### config.mk
export PLATFORM = sky130hd
export DESIGN_NAME = pc_redirect_ctrl_flat
export DESIGN_NICKNAME = d
export VERILOG_FILES = /design/src/rtl/pc_redirect_ctrl_pkg.sv /design/src/rtl/pc_redirect_ctrl_if.sv /design/src/rtl/pc_redirect_ctrl_ras_stack.sv /design/src/rtl/pc_redirect_ctrl.sv /design/src/flat_wrapper.sv
export SDC_FILE = /design/constraint.sdc
export NUM_CORES = 1
export LEC_CHECK = 0
export BUFFER_PORTS_ARGS = -buffer_cell sky130_fd_sc_hd__buf_2
export CAP_MARGIN = 20
export CORE_UTILIZATION = 55
export DETAILED_ROUTE_END_ITERATION = 8
export GPL_ROUTABILITY_DRIVEN = 0
export PLACE_DENSITY = 0.85
export SLEW_MARGIN = 15
export SYNTH_ARGS = -nofsm -noshare
export SYNTH_HDL_FRONTEND = slang
export SYNTH_SLANG_ARGS = --single-unit
### constraint.sdc
create_clock -name clk -period 4.85 [get_ports clk]
set_input_delay 0.485 -clock clk [delete_from_list [all_inputs] [get_ports clk]]
set_output_delay 0.485 -clock clk [all_outputs]
set_load 0.02 [all_outputs]
### src/rtl/pc_redirect_ctrl_pkg.sv
// Shared encodings for the registered next-PC unit: control-flow op codes and FSM states.
package pc_redirect_ctrl_pkg;

   typedef enum logic [2:0] {
      BR_NONE  = 3'b000,
      BR_BMV   = 3'b001,
      BR_BZ    = 3'b010,
      BR_RSVD  = 3'b011,
      BR_JSP   = 3'b100,
      BR_BALRN = 3'b101,
      BR_JMADD = 3'b110,
      BR_RET   = 3'b111
   } br_op_e;

   typedef enum logic {
      ST_IDLE     = 1'b0,
      ST_WAIT_MEM = 1'b1
   } state_e;

endpackage

### src/rtl/pc_redirect_ctrl_if.sv
// Op/flag inputs, memory target handshake and PC outputs of the next-PC unit.
interface pc_redirect_ctrl_if #(
   parameter int XLEN    = 32,
   parameter int JADDR_W = 26
);
   logic               op_valid;
   logic [2:0]         br_op;
   logic               hold;
   logic               flag_n;
   logic               flag_z;
   logic               flag_v;
   logic [XLEN-1:0]    reg_target;
   logic [JADDR_W-1:0] jmp_addr;
   logic [XLEN-1:0]    mem_rdata;
   logic               mem_valid;
   logic               mem_req;
   logic [XLEN-1:0]    pc;
   logic [XLEN-1:0]    pc_plus4;
   logic               redirect;
   logic               stall;
   logic               ras_underflow;

   modport master (
      output op_valid, br_op, hold, flag_n, flag_z, flag_v,
             reg_target, jmp_addr, mem_rdata, mem_valid,
      input  mem_req, pc, pc_plus4, redirect, stall, ras_underflow
   );

   modport slave (
      input  op_valid, br_op, hold, flag_n, flag_z, flag_v,
             reg_target, jmp_addr, mem_rdata, mem_valid,
      output mem_req, pc, pc_plus4, redirect, stall, ras_underflow
   );
endinterface

### src/rtl/pc_redirect_ctrl_ras_stack.sv
// Circular return-address stack; a push when full overwrites the oldest entry.
module ras_stack #(
   parameter int DEPTH = 4,
   parameter int WIDTH = 32
) (
   input  logic             clk,
   input  logic             reset,
   input  logic             push,
   input  logic             pop,
   input  logic [WIDTH-1:0] push_data,
   output logic [WIDTH-1:0] top,
   output logic             empty,
   output logic             full
);
   localparam int PTR_W = $clog2(DEPTH);
   localparam int CNT_W = PTR_W + 1;

   logic [WIDTH-1:0] mem [DEPTH];
   logic [PTR_W-1:0] ptr_q;
   logic [PTR_W-1:0] ptr_inc;
   logic [CNT_W-1:0] cnt_q;

   assign ptr_inc = ptr_q + PTR_W'(1);
   assign empty   = (cnt_q == '0);
   assign full    = (cnt_q == CNT_W'(DEPTH));
   assign top     = mem[ptr_q];

   always_ff @(posedge clk) begin
      if (reset) begin
         ptr_q <= '0;
         cnt_q <= '0;
      end else if (push) begin
         ptr_q <= ptr_inc;
         if (!full) cnt_q <= cnt_q + CNT_W'(1);
      end else if (pop && !empty) begin
         ptr_q <= ptr_q - PTR_W'(1);
         cnt_q <= cnt_q - CNT_W'(1);
      end
   end

   // Storage carries no reset; validity is tracked by cnt_q alone.
   always_ff @(posedge clk) begin
      if (push) mem[ptr_inc] <= push_data;
   end
endmodule

### src/rtl/pc_redirect_ctrl.sv
// Registered next-PC unit: resolves custom control-flow ops, waits on memory targets, owns the RAS.
//   state       | meaning
//   ST_IDLE     | accepting ops, PC advances unless hold
//   ST_WAIT_MEM | memory target outstanding, stall asserted, op/hold ignored
module pc_redirect_ctrl
   import pc_redirect_ctrl_pkg::*;
#(
   parameter int              XLEN      = 32,
   parameter int              JADDR_W   = 26,
   parameter int              RAS_DEPTH = 4,
   parameter logic [XLEN-1:0] RESET_PC  = '0
) (
   input logic              clk,
   input logic              reset,
   pc_redirect_ctrl_if.slave bus
);
   state_e          state_q, state_d;
   logic [XLEN-1:0] pc_q, pc_d, pc_plus4;
   logic            redirect_q, redirect_d;
   logic            uf_q, uf_d;
   logic            stall;
   logic            ras_push, ras_pop;
   logic [XLEN-1:0] ras_top;
   logic            ras_empty, ras_full;

   assign pc_plus4 = pc_q + XLEN'(4);

   ras_stack #(.DEPTH(RAS_DEPTH), .WIDTH(XLEN)) u_ras (
      .clk       (clk),
      .reset     (reset),
      .push      (ras_push),
      .pop       (ras_pop),
      .push_data (pc_plus4),
      .top       (ras_top),
      .empty     (ras_empty),
      .full      (ras_full)
   );

   always_comb begin
      state_d    = state_q;
      pc_d       = pc_q;
      redirect_d = 1'b0;
      uf_d       = 1'b0;
      ras_push   = 1'b0;
      ras_pop    = 1'b0;
      stall      = 1'b0;
      case (state_q)
         ST_WAIT_MEM: begin
            stall = 1'b1;
            if (bus.mem_valid) begin
               pc_d       = bus.mem_rdata;
               redirect_d = 1'b1;
               state_d    = ST_IDLE;
            end
         end
         default: begin
            if (!bus.hold) begin
               pc_d = pc_plus4;
               if (bus.op_valid) begin
                  case (bus.br_op)
                     BR_BZ: begin
                        if (bus.flag_z) begin
                           pc_d       = {pc_plus4[XLEN-1:JADDR_W+2], bus.jmp_addr, 2'b00};
                           redirect_d = 1'b1;
                        end
                     end
                     BR_BALRN: begin
                        if (bus.flag_n) begin
                           pc_d       = bus.reg_target;
                           ras_push   = 1'b1;
                           redirect_d = 1'b1;
                        end
                     end
                     BR_RET: begin
                        if (!ras_empty) begin
                           pc_d       = ras_top;
                           ras_pop    = 1'b1;
                           redirect_d = 1'b1;
                        end else begin
                           uf_d = 1'b1;
                        end
                     end
                     BR_BMV: begin
                        if (bus.flag_v) begin
                           stall   = 1'b1;
                           pc_d    = pc_q;
                           state_d = ST_WAIT_MEM;
                        end
                     end
                     BR_JSP, BR_JMADD: begin
                        stall   = 1'b1;
                        pc_d    = pc_q;
                        state_d = ST_WAIT_MEM;
                     end
                     default: ;
                  endcase
               end
            end
         end
      endcase
   end

   always_ff @(posedge clk) begin
      if (reset) begin
         state_q    <= ST_IDLE;
         pc_q       <= RESET_PC;
         redirect_q <= 1'b0;
         uf_q       <= 1'b0;
      end else begin
         state_q    <= state_d;
         pc_q       <= pc_d;
         redirect_q <= redirect_d;
         uf_q       <= uf_d;
      end
   end

   assign bus.pc            = pc_q;
   assign bus.pc_plus4      = pc_plus4;
   assign bus.redirect      = redirect_q;
   assign bus.ras_underflow = uf_q;
   assign bus.stall         = stall;
   assign bus.mem_req       = (state_q == ST_WAIT_MEM);

   logic unused_full;
   assign unused_full = ras_full;
endmodule

### src/flat_wrapper.sv
// flat-port wrapper written by rule: the top's interface ports become plain ports
module pc_redirect_ctrl_flat import pc_redirect_ctrl_pkg::*;
#(
   parameter int              XLEN      = 32,
   parameter int              JADDR_W   = 26,
   parameter int              RAS_DEPTH = 4,
   parameter logic [XLEN-1:0] RESET_PC  = '0
)
  (clk, reset, bus_op_valid, bus_br_op, bus_hold, bus_flag_n, bus_flag_z, bus_flag_v, bus_reg_target, bus_jmp_addr, bus_mem_rdata, bus_mem_valid, bus_mem_req, bus_pc, bus_pc_plus4, bus_redirect, bus_stall, bus_ras_underflow);
  pc_redirect_ctrl_if #(.XLEN(XLEN), .JADDR_W(JADDR_W)) bus_i ();
  input logic clk;
  input logic reset;
  input wire logic [$bits(bus_i.op_valid)-1:0] bus_op_valid;
  input wire logic [$bits(bus_i.br_op)-1:0] bus_br_op;
  input wire logic [$bits(bus_i.hold)-1:0] bus_hold;
  input wire logic [$bits(bus_i.flag_n)-1:0] bus_flag_n;
  input wire logic [$bits(bus_i.flag_z)-1:0] bus_flag_z;
  input wire logic [$bits(bus_i.flag_v)-1:0] bus_flag_v;
  input wire logic [$bits(bus_i.reg_target)-1:0] bus_reg_target;
  input wire logic [$bits(bus_i.jmp_addr)-1:0] bus_jmp_addr;
  input wire logic [$bits(bus_i.mem_rdata)-1:0] bus_mem_rdata;
  input wire logic [$bits(bus_i.mem_valid)-1:0] bus_mem_valid;
  output wire logic [$bits(bus_i.mem_req)-1:0] bus_mem_req;
  output wire logic [$bits(bus_i.pc)-1:0] bus_pc;
  output wire logic [$bits(bus_i.pc_plus4)-1:0] bus_pc_plus4;
  output wire logic [$bits(bus_i.redirect)-1:0] bus_redirect;
  output wire logic [$bits(bus_i.stall)-1:0] bus_stall;
  output wire logic [$bits(bus_i.ras_underflow)-1:0] bus_ras_underflow;
  assign bus_i.op_valid = bus_op_valid;
  assign bus_i.br_op = bus_br_op;
  assign bus_i.hold = bus_hold;
  assign bus_i.flag_n = bus_flag_n;
  assign bus_i.flag_z = bus_flag_z;
  assign bus_i.flag_v = bus_flag_v;
  assign bus_i.reg_target = bus_reg_target;
  assign bus_i.jmp_addr = bus_jmp_addr;
  assign bus_i.mem_rdata = bus_mem_rdata;
  assign bus_i.mem_valid = bus_mem_valid;
  assign bus_mem_req = bus_i.mem_req;
  assign bus_pc = bus_i.pc;
  assign bus_pc_plus4 = bus_i.pc_plus4;
  assign bus_redirect = bus_i.redirect;
  assign bus_stall = bus_i.stall;
  assign bus_ras_underflow = bus_i.ras_underflow;
  pc_redirect_ctrl #(.XLEN(XLEN), .JADDR_W(JADDR_W), .RAS_DEPTH(RAS_DEPTH), .RESET_PC(RESET_PC)) u_core (.clk(clk), .reset(reset), .bus(bus_i));
endmodule
Yosys cells after proc, flatten, opt, wreduce, memory -nomap -nowiden

Memory sizes are Yosys's and may differ from the RTL's. A register that Yosys moved wholly into a read port is not among the register bits.
Cells that the tools add are included.

Register bits: 40
RAM bits: 128
Bits of input ports: 101
Output and inout port bits: 68
Word-level logic and storage cells: 76
Memories: 1

Memories:

| name             | depth | bits a word | read ports | clocked after memory_dff | write ports | line                             | source |
|---|---|---|---|---|---|---|---|
| u_core.u_ras.mem | 4     | 32          | 1          | 1                        | 1           | pc_redirect_ctrl_ras_stack.sv:18 | `logic [WIDTH-1:0] mem [DEPTH];` |

Add/sub/neg operators: 5
Eq/ne operators: 12
Multiplexer cells: 42
Bitwise operators: 2
Reductions and logical operators: 8

Operators with widths:

| operator                                                                 | count |
|---|---|
| 32-bit two-way mux                                                       | 7 |
| 32-bit one-hot mux with 5 select lines                                   | 1 |
| 32-bit by 3-bit adder with 32-bit output (second input constant)         | 1 |
| 28-bit two-way mux                                                       | 1 |
| 1-bit two-way mux                                                        | 24 |
| 3-bit equality test (second input constant)                              | 5 |
| 3-bit two-way mux                                                        | 3 |
| 2-bit two-way mux                                                        | 4 |
| 5-bit OR reduction                                                       | 1 |
| 2-bit inequality test (second input constant)                            | 2 |
| 4-bit by 3-bit inequality test with 1-bit output (second input constant) | 1 |
| 4-bit AND reduction                                                      | 1 |
| 3-bit by 1-bit adder with 3-bit output (second input constant)           | 1 |
| 3-bit by 1-bit equality test with 1-bit output (second input constant)   | 1 |
| 3-bit by 2-bit equality test with 1-bit output (second input constant)   | 1 |
| 3-bit logical NOT                                                        | 1 |
| 3-bit by 2-bit inequality test with 1-bit output (second input constant) | 1 |
| 1-bit one-hot mux with 3 select lines                                    | 1 |
| 3-bit by 1-bit subtractor with 3-bit output (second input constant)      | 1 |
| 2-bit by 1-bit adder with 2-bit output (second input constant)           | 1 |
| 2-bit by 1-bit inequality test with 1-bit output (second input constant) | 1 |
| 1-bit inverter                                                           | 2 |
| 1-bit one-hot mux with 2 select lines                                    | 1 |
| 2-bit AND reduction                                                      | 1 |
| other kinds (5)                                                          | 5 |

Logic depth before layout (Yosys ltp)

Gate-level depths: netlist of the first run.

Depth after elaboration: 11
Depth in mapped cells: 8
Gate-level depth less buffers: 7

Cells and area by module

Synthesis of the first run repeated with hierarchy kept, for this count alone.

Cell total of the unflattened synthesis: 692
Area total of the unflattened synthesis: 8530.7 um^2

Modules (own cells, without submodules):

| module           | times used | cells an instance | area each (um^2) | seq. area each (um^2) |
|---|---|---|---|---|
| ras_stack        | 1          | 217               | 5039.8           | 3983.8 |
| pc_redirect_ctrl | 1          | 475               | 3490.8           | 700.7 |

Least setup slack after synthesis of the first run

No wires, ideal clock.

Kind: reg2out
From: reg u_core.pc_q[2], in the netlist u_core.bus.pc[2]
To: out bus_pc_plus4[24]
Arrival time: 2.181 ns
Required time: 4.365 ns
Slack: 2.184 ns
Stages on the path, launching flop included: 8
Buffers on the path: 1
Path through: dfxtp_1 -> ha_1 -> nand3_1 -> or3_1 -> buf_6 -> nor2_8 -> nand3_1 -> xnor2_1

Cells in the longest elaborated chain, start to end: 1

Ends and longest elaborated chain:

| item                                     | line                    | source |
|---|---|---|
| from (decl)                              | pc_redirect_ctrl.sv:18  | `logic [XLEN-1:0] pc_q, pc_d, pc_plus4;` |
| from (signal assigned)                   | pc_redirect_ctrl.sv:111 | `pc_q <= pc_d;` |
| 32-bit by 3-bit adder with 32-bit output | pc_redirect_ctrl.sv:26  | `assign pc_plus4 = pc_q + XLEN'(4);` |
| to (decl)                                | flat_wrapper.sv:25      | `output wire logic [$bits(bus_i.pc_plus4)-1:0] bus_pc_plus4;` |

Every way passes these cells.

Final worst setup path of the first run

From: reg u_core.pc_q[2], in the netlist u_core.bus.pc[2]
To: out bus_pc_plus4[28]

The elaborated chain is that of the path after synthesis.

==> results of run 1 <==
layout by cell type (no fill, tap or decap), types with 22 or more instances in the layout:
cell	count
o21ai_0	44
nand2_1	22
a21oi_1	28
nor2_1	32
dfxtp_1	41
edfxtp_1	128
nor3_1	24
a222oi_1	23
mux4_2	32
buf_2	168
worst max-delay path, stage by stage, from the launching register on:
cell and delay (ps):
dfxtp_1 480, ha_1 310, nand3_1 250, nor3_1 420, and3_1 370, nand3_1 150, xnor2_1 450, buf_2 260
cells by family (layout without fill, tap and decap cells):
| family | after synthesis | count (layout) | synth area share [%] |
|---|---|---|---|
| AOI/OAI and AO/OA | 152 | 152 | 13.9 |
| xor gates and xnor gates | 31 | 31 | 3.48 |
| adders and majority gates | 6 | 6 | 1.03 |
| buffers and inverters | 56 | 225 | 3.06 |
| DFF | 170 | 170 | 58.4 |
| muxes | 33 | 33 | 9.12 |
| and+or+nand+nor | 158 | 158 | 11.0 |
power groups by stage:
stage          sequential (mW)  combinational [mW]  clock [mW]
2_1_floorplan             1.65               0.144           0
3_3_place_gp              1.64               0.273           0
5_1_grt                   1.62               0.307        1.40
6_report                  1.61               0.290        1.35
4_1_cts                   1.61               0.284        1.35
3_5_place_dp              1.64               0.282           0
metal layers:
metal	vias to the layer above	share of wire (%)
met5	-	0
li1	2734	-
met4	0	4.3
met1	3146	36
met2	551	47
met3	110	12
worst max-delay path by stage:
stage / slack [ps] / endpoint / cells after the start
after floorplan: 2180 / bus_pc_plus4[24] / 7
after global placement: 1870 / u_core.u_ras.mem[2][13]$_DFFE_PP_ / 5
after detailed placement: 1760 / u_core.u_ras.mem[2][13]$_DFFE_PP_ / 5
after CTS: 1300 / bus_pc_plus4[28] / 7
after global routing: 1140 / bus_pc_plus4[28] / 7
final: 1230 / bus_pc_plus4[28] / 7
cell type report:
type	instances	area [µm²]	share of cell area (%)
flip-flops and latches	170	4690	48.8
clock buffers	21	470	4.90
multi-input cells	380	3110	32.4
well taps	180	225	2.34
inverters	12	45.0	0.469
repair buffers	181	950	9.89
clock inverters	11	119	1.24
registers in the layout (all words and copies together) (netlist names), named ones only:
name / flops
u_core.bus.pc: 32
u_core.bus.redirect: 1
u_core.u_ras.mem: 128
u_core.u_ras.ptr_q: 2
u_core.bus.mem_req: 1
u_core.u_ras.cnt_q: 3
u_core.bus.ras_underflow: 1
stage by stage:
step	instances	area, µm²
finish	955	9600
global route	955	9600
CTS	954	9590
detailed placement	922	9000
global placement	921	8990
floorplan	606	8020
==> reports/qor.yml, run 1 <==
ctsLongestPathBuffers: 2
max_freq_mhz: 276
finClkSkew_ps: 9.35
cp.arrival_ps: 3130
final.setup.tns_ps: 0
cts_tree: "yes"
cp-startpoint: "u_core.bus.pc[2]$_SDFFE_PP0P_"
cts_setup_buffers: 0
post-route-util_pct: 68.4
coreArea_mm2: 0.0140
ant_nets: 0
timing.hold.ws_ps: 381
cts_root_buf: "clkbuf_16"
cts_made_buffers: 17
reg2regPathDepth: 5
final_nets: 869
gr-max-usage-layer: "met2"
synth_top_area_share_pct: 48.0
period_share_pct: 74.6
yosysWarnings: 0
internal-power_mw: 2.48
synthDistinctLibCells: 71
p_comb_share_pct: 8.9
first_global_vias: 6392
antenna_found_initial: 0
cts_num_sinks: 170
cts_resized: 0
p_switching_mw: 0.769
fillCellCount: 899
grt_pass1_wl_mm: 35.4
hold_path.class: "input port to flop"
netlist_instances: 606
hpwl_mm: 16.2
met2_usage_pct: 51.1
grt_start_max_net_pins: 41
drv_slew: 0
rsz0062_at_grt: "no"
synth_area_per_cell_um2: 13.2
die-area_mm2: 0.0151
hold_viol: 0
vias: 6541
wl_per_cell_um: 24.9
clkSlewWorstSetupHoldPaths_ps: 60
area_growth_pct: 19.8
status: "completed"
first_pass_iters: 5
wl_mm: 23.8
p_leak_nw: 3.52
vdd_drop_max_mv: 0.346
synth_area_mm2: 0.00802
period_minus_slack_ps: 3620
crit_type: "flop to primary output"
drv_cap: 0
cp-end-kind: "primary output"
r2r_end: "u_core.bus.pc[28]$_SDFFE_PP0P_"
synth_edf_count: 128
min_from: "bus_br_op[1]"
drtIter0Drc: 1092
dp_slack_ps: 1760
grt_util_met3_pct: 8.50
slew_headroom_pct: 24.6
io_buffers: 168
worst_slew_pin_slew_ps: 1130
synth_most_common_cell: "edfxtp_1"
required_ps: 4370
finalPower_mw: 3.25
start_util_pct: 57.1
cellPowerDensity_mw_per_mm2: 339
syn_nets: 713
layout-drive-gt1-share_pct: 34.3
viasPerCell: 6.85
p_seq_share_pct: 49.7
rows: 43
hold_depth: 3
ys_top_cells_by_count: "edfxtp_1, o21ai_0, dfxtp_1"
track_usage_pct: 32.6
ys_async_sr_fraction_pct: 0
die_h_um: 123
yosysSeqAreaShare_pct: 58.4
min_to: "u_core.bus.ras_underflow$_SDFF_PP0_"
start_kind: "flop"
crit-reg2reg-launch: "u_core.bus.mem_req$_SDFF_PP0_"
synth_ff_type: "edfxtp_1"
holdBufCountCts: 0
drc: 0
clock_latency_ps: 440
yosys-top-cells-area: "edfxtp_1, dfxtp_1, mux4_2"
grtUsageMet1_pct: 41.7
p_sw_share_pct: 23.7
die_w_um: 123
cts_htree_levels: 4
yosys.area.top_type: "edfxtp_1"
overflow: 0
p_clk_share_pct: 41.4
synth_seq_cells: 170
layout_setup_ws_ps: 1230
antenna_cells: 0
worstPathMaxFanout: 7
reg2reg_slack_ps: 1720
setup_viol: 0
num_io_pins: 169
Note: power is estimated with default switching activity, not from simulation.
==> run 2, diff against run 1 <==
- clock period: 4.85 -> 3.63 ns (I/O delays scaled with it)
==> reports/qor.yml, run 2 (synthesis gave the netlist of run 1 again) <==
dp_slack_ps: 738  # -1030 ps
drc: 0  # unchanged
track_usage_pct: 32.6  # about the same
hold_path.class: "input port to flop"
period_minus_slack_ps: 3400
vdd_drop_max_mv: 0.345  # -0.50%
holdBufCountCts: 0  # unchanged
setup_viol: 0  # unchanged
antenna_cells: 0  # unchanged
antenna_found_initial: 0  # unchanged
max_freq_mhz: 294
final.setup.tns_ps: 0  # unchanged
crit_type: "flop to primary output"
finalPower_mw: 4.39  # +35%
regArea_mm2: 0.00469  # unchanged
post-route-util_pct: 68.8  # +0.44 points
drv_slew: 0  # unchanged
hold_viol: 0  # unchanged
grt_pass1_wl_mm: 35.3  # -0.21%
hpwl_mm: 16.2  # about the same
cellPowerDensity_mw_per_mm2: 455  # +34%
start_kind: "flop"
cts_resized: 0  # unchanged
die_h_um: 123  # unchanged
top_register: "u_core.u_ras.mem"
clkSlewWorstSetupHoldPaths_ps: 70  # about the same
viasPerCell: 6.79  # -0.88%
required_ps: 3270  # -1100 ps
io_buffers: 168  # unchanged
status: "completed"
layout-drive-gt1-share_pct: 35.2  # +0.84 points
first_pass_iters: 6  # +1
overflow: 0  # unchanged
worst_slew_pin_slew_ps: 1090  # -34.7 ps
cts_htree_levels: 4  # unchanged
area_growth_pct: 20.6
cp-end-kind: "primary output"
multiInputGateArea_mm2: 0.00311  # unchanged
final_nets: 876  # +0.81%
wl_mm: 23.9  # +0.53%
first_global_vias: 6310  # -1.3%
final_cell_mix: "buf_2, edfxtp_1, o21ai_0"
fillCellCount: 930  # +3.4%
worstPathMaxFanout: 7  # unchanged
dp.cells: 930  # +0.87%
p_leak_nw: 3.56  # +1.0%
grt_start_max_net_pins: 41  # unchanged
cts_num_sinks: 170  # unchanged
stdcell_count: 962  # +0.73%
die_w_um: 123  # unchanged
cts_made_buffers: 17  # unchanged
ant_nets: 0  # unchanged
slew_headroom_pct: 26.9  # +2.3 points
rsz0062_at_grt: "no"
clock_latency_ps: 430  # about the same
vias: 6531  # -0.15%
ctsLongestPathBuffers: 2  # unchanged
stdcell_area_mm2: 0.00967  # +0.64%
drtIter0Drc: 1094  # +0.18%
die-area_mm2: 0.0151  # unchanged
cts_root_buf: "clkbuf_16"
wl_per_cell_um: 24.8  # -0.20%
timing.hold.ws_ps: 255  # -126 ps
rows: 43  # unchanged
cts_tree: "yes"
start_util_pct: 57.1  # unchanged
num_io_pins: 169  # unchanged
coreArea_mm2: 0.0140  # unchanged
layout_setup_ws_ps: 232  # -1000 ps
drv_cap: 0  # unchanged
cp.arrival_ps: 3030  # -100 ps
largest_reg_flops: 128  # unchanged
cts_setup_buffers: 0  # unchanged
finClkSkew_ps: 9.53  # +0.183 ps
final_common_cell: "buf_2"
postPlaceCellArea_mm2: 0.00906  # +0.58%
period_share_pct: 93.6
## run 2: cell type report
class | instances | area share (%)
clock buffers | 19 | 4.69
clock inverters | 13 | 1.62
inverters | 12 | 0.466
multi-input cells | 380 | 32.2
flip-flops and latches | 170 | 48.5
well taps | 180 | 2.33
repair buffers | 188 | 10.3
## run 2: where the power goes
| part | internal [mW] | switching, mW | leakage, nW |
|---|---|---|---|
| Sequential | 2.11 | 0.0399 | 1.47 |
| Clock | 1.07 | 0.778 | 0.287 |
| Combinational | 0.142 | 0.253 | 1.79 |
| Total | 3.32 | 1.07 | 3.56 |
## run 2: per-layer routing
metal	routed length (µm)	track usage (%)	vias to the layer above
met1	8680	42.6	3166
met5	0	0	-
li1	-	-	2750
met2	11400	52.4	534
met4	988	14.6	0
met3	2800	6.97	81
## run 2: path summary, 6_finish.rpt
check                           slack [ps]  cells after the start                          start                        endpoint
worst max-delay path                   230                      7  u_core.bus.pc[2]$_SDFFE_PP0P_                bus_pc_plus4[28]
worst min-delay path                   250                      3                       bus_hold   u_core.bus.mem_req$_SDFF_PP0_
worst max register to register         980                      6                           flop  u_core.bus.pc[16]$_SDFFE_PP0P_
worst min register to register         540                      2  u_core.bus.pc[9]$_SDFFE_PP0P_   u_core.bus.pc[9]$_SDFFE_PP0P_
## run 2: critical path, stage by stage, from the launching register on
cell and delay (ps):
dfxtp_1 450, ha_1 290, nand3_1 240, nor3_1 400
and3_1 380, nand3_1 140, xnor2_1 450, buf_2 260
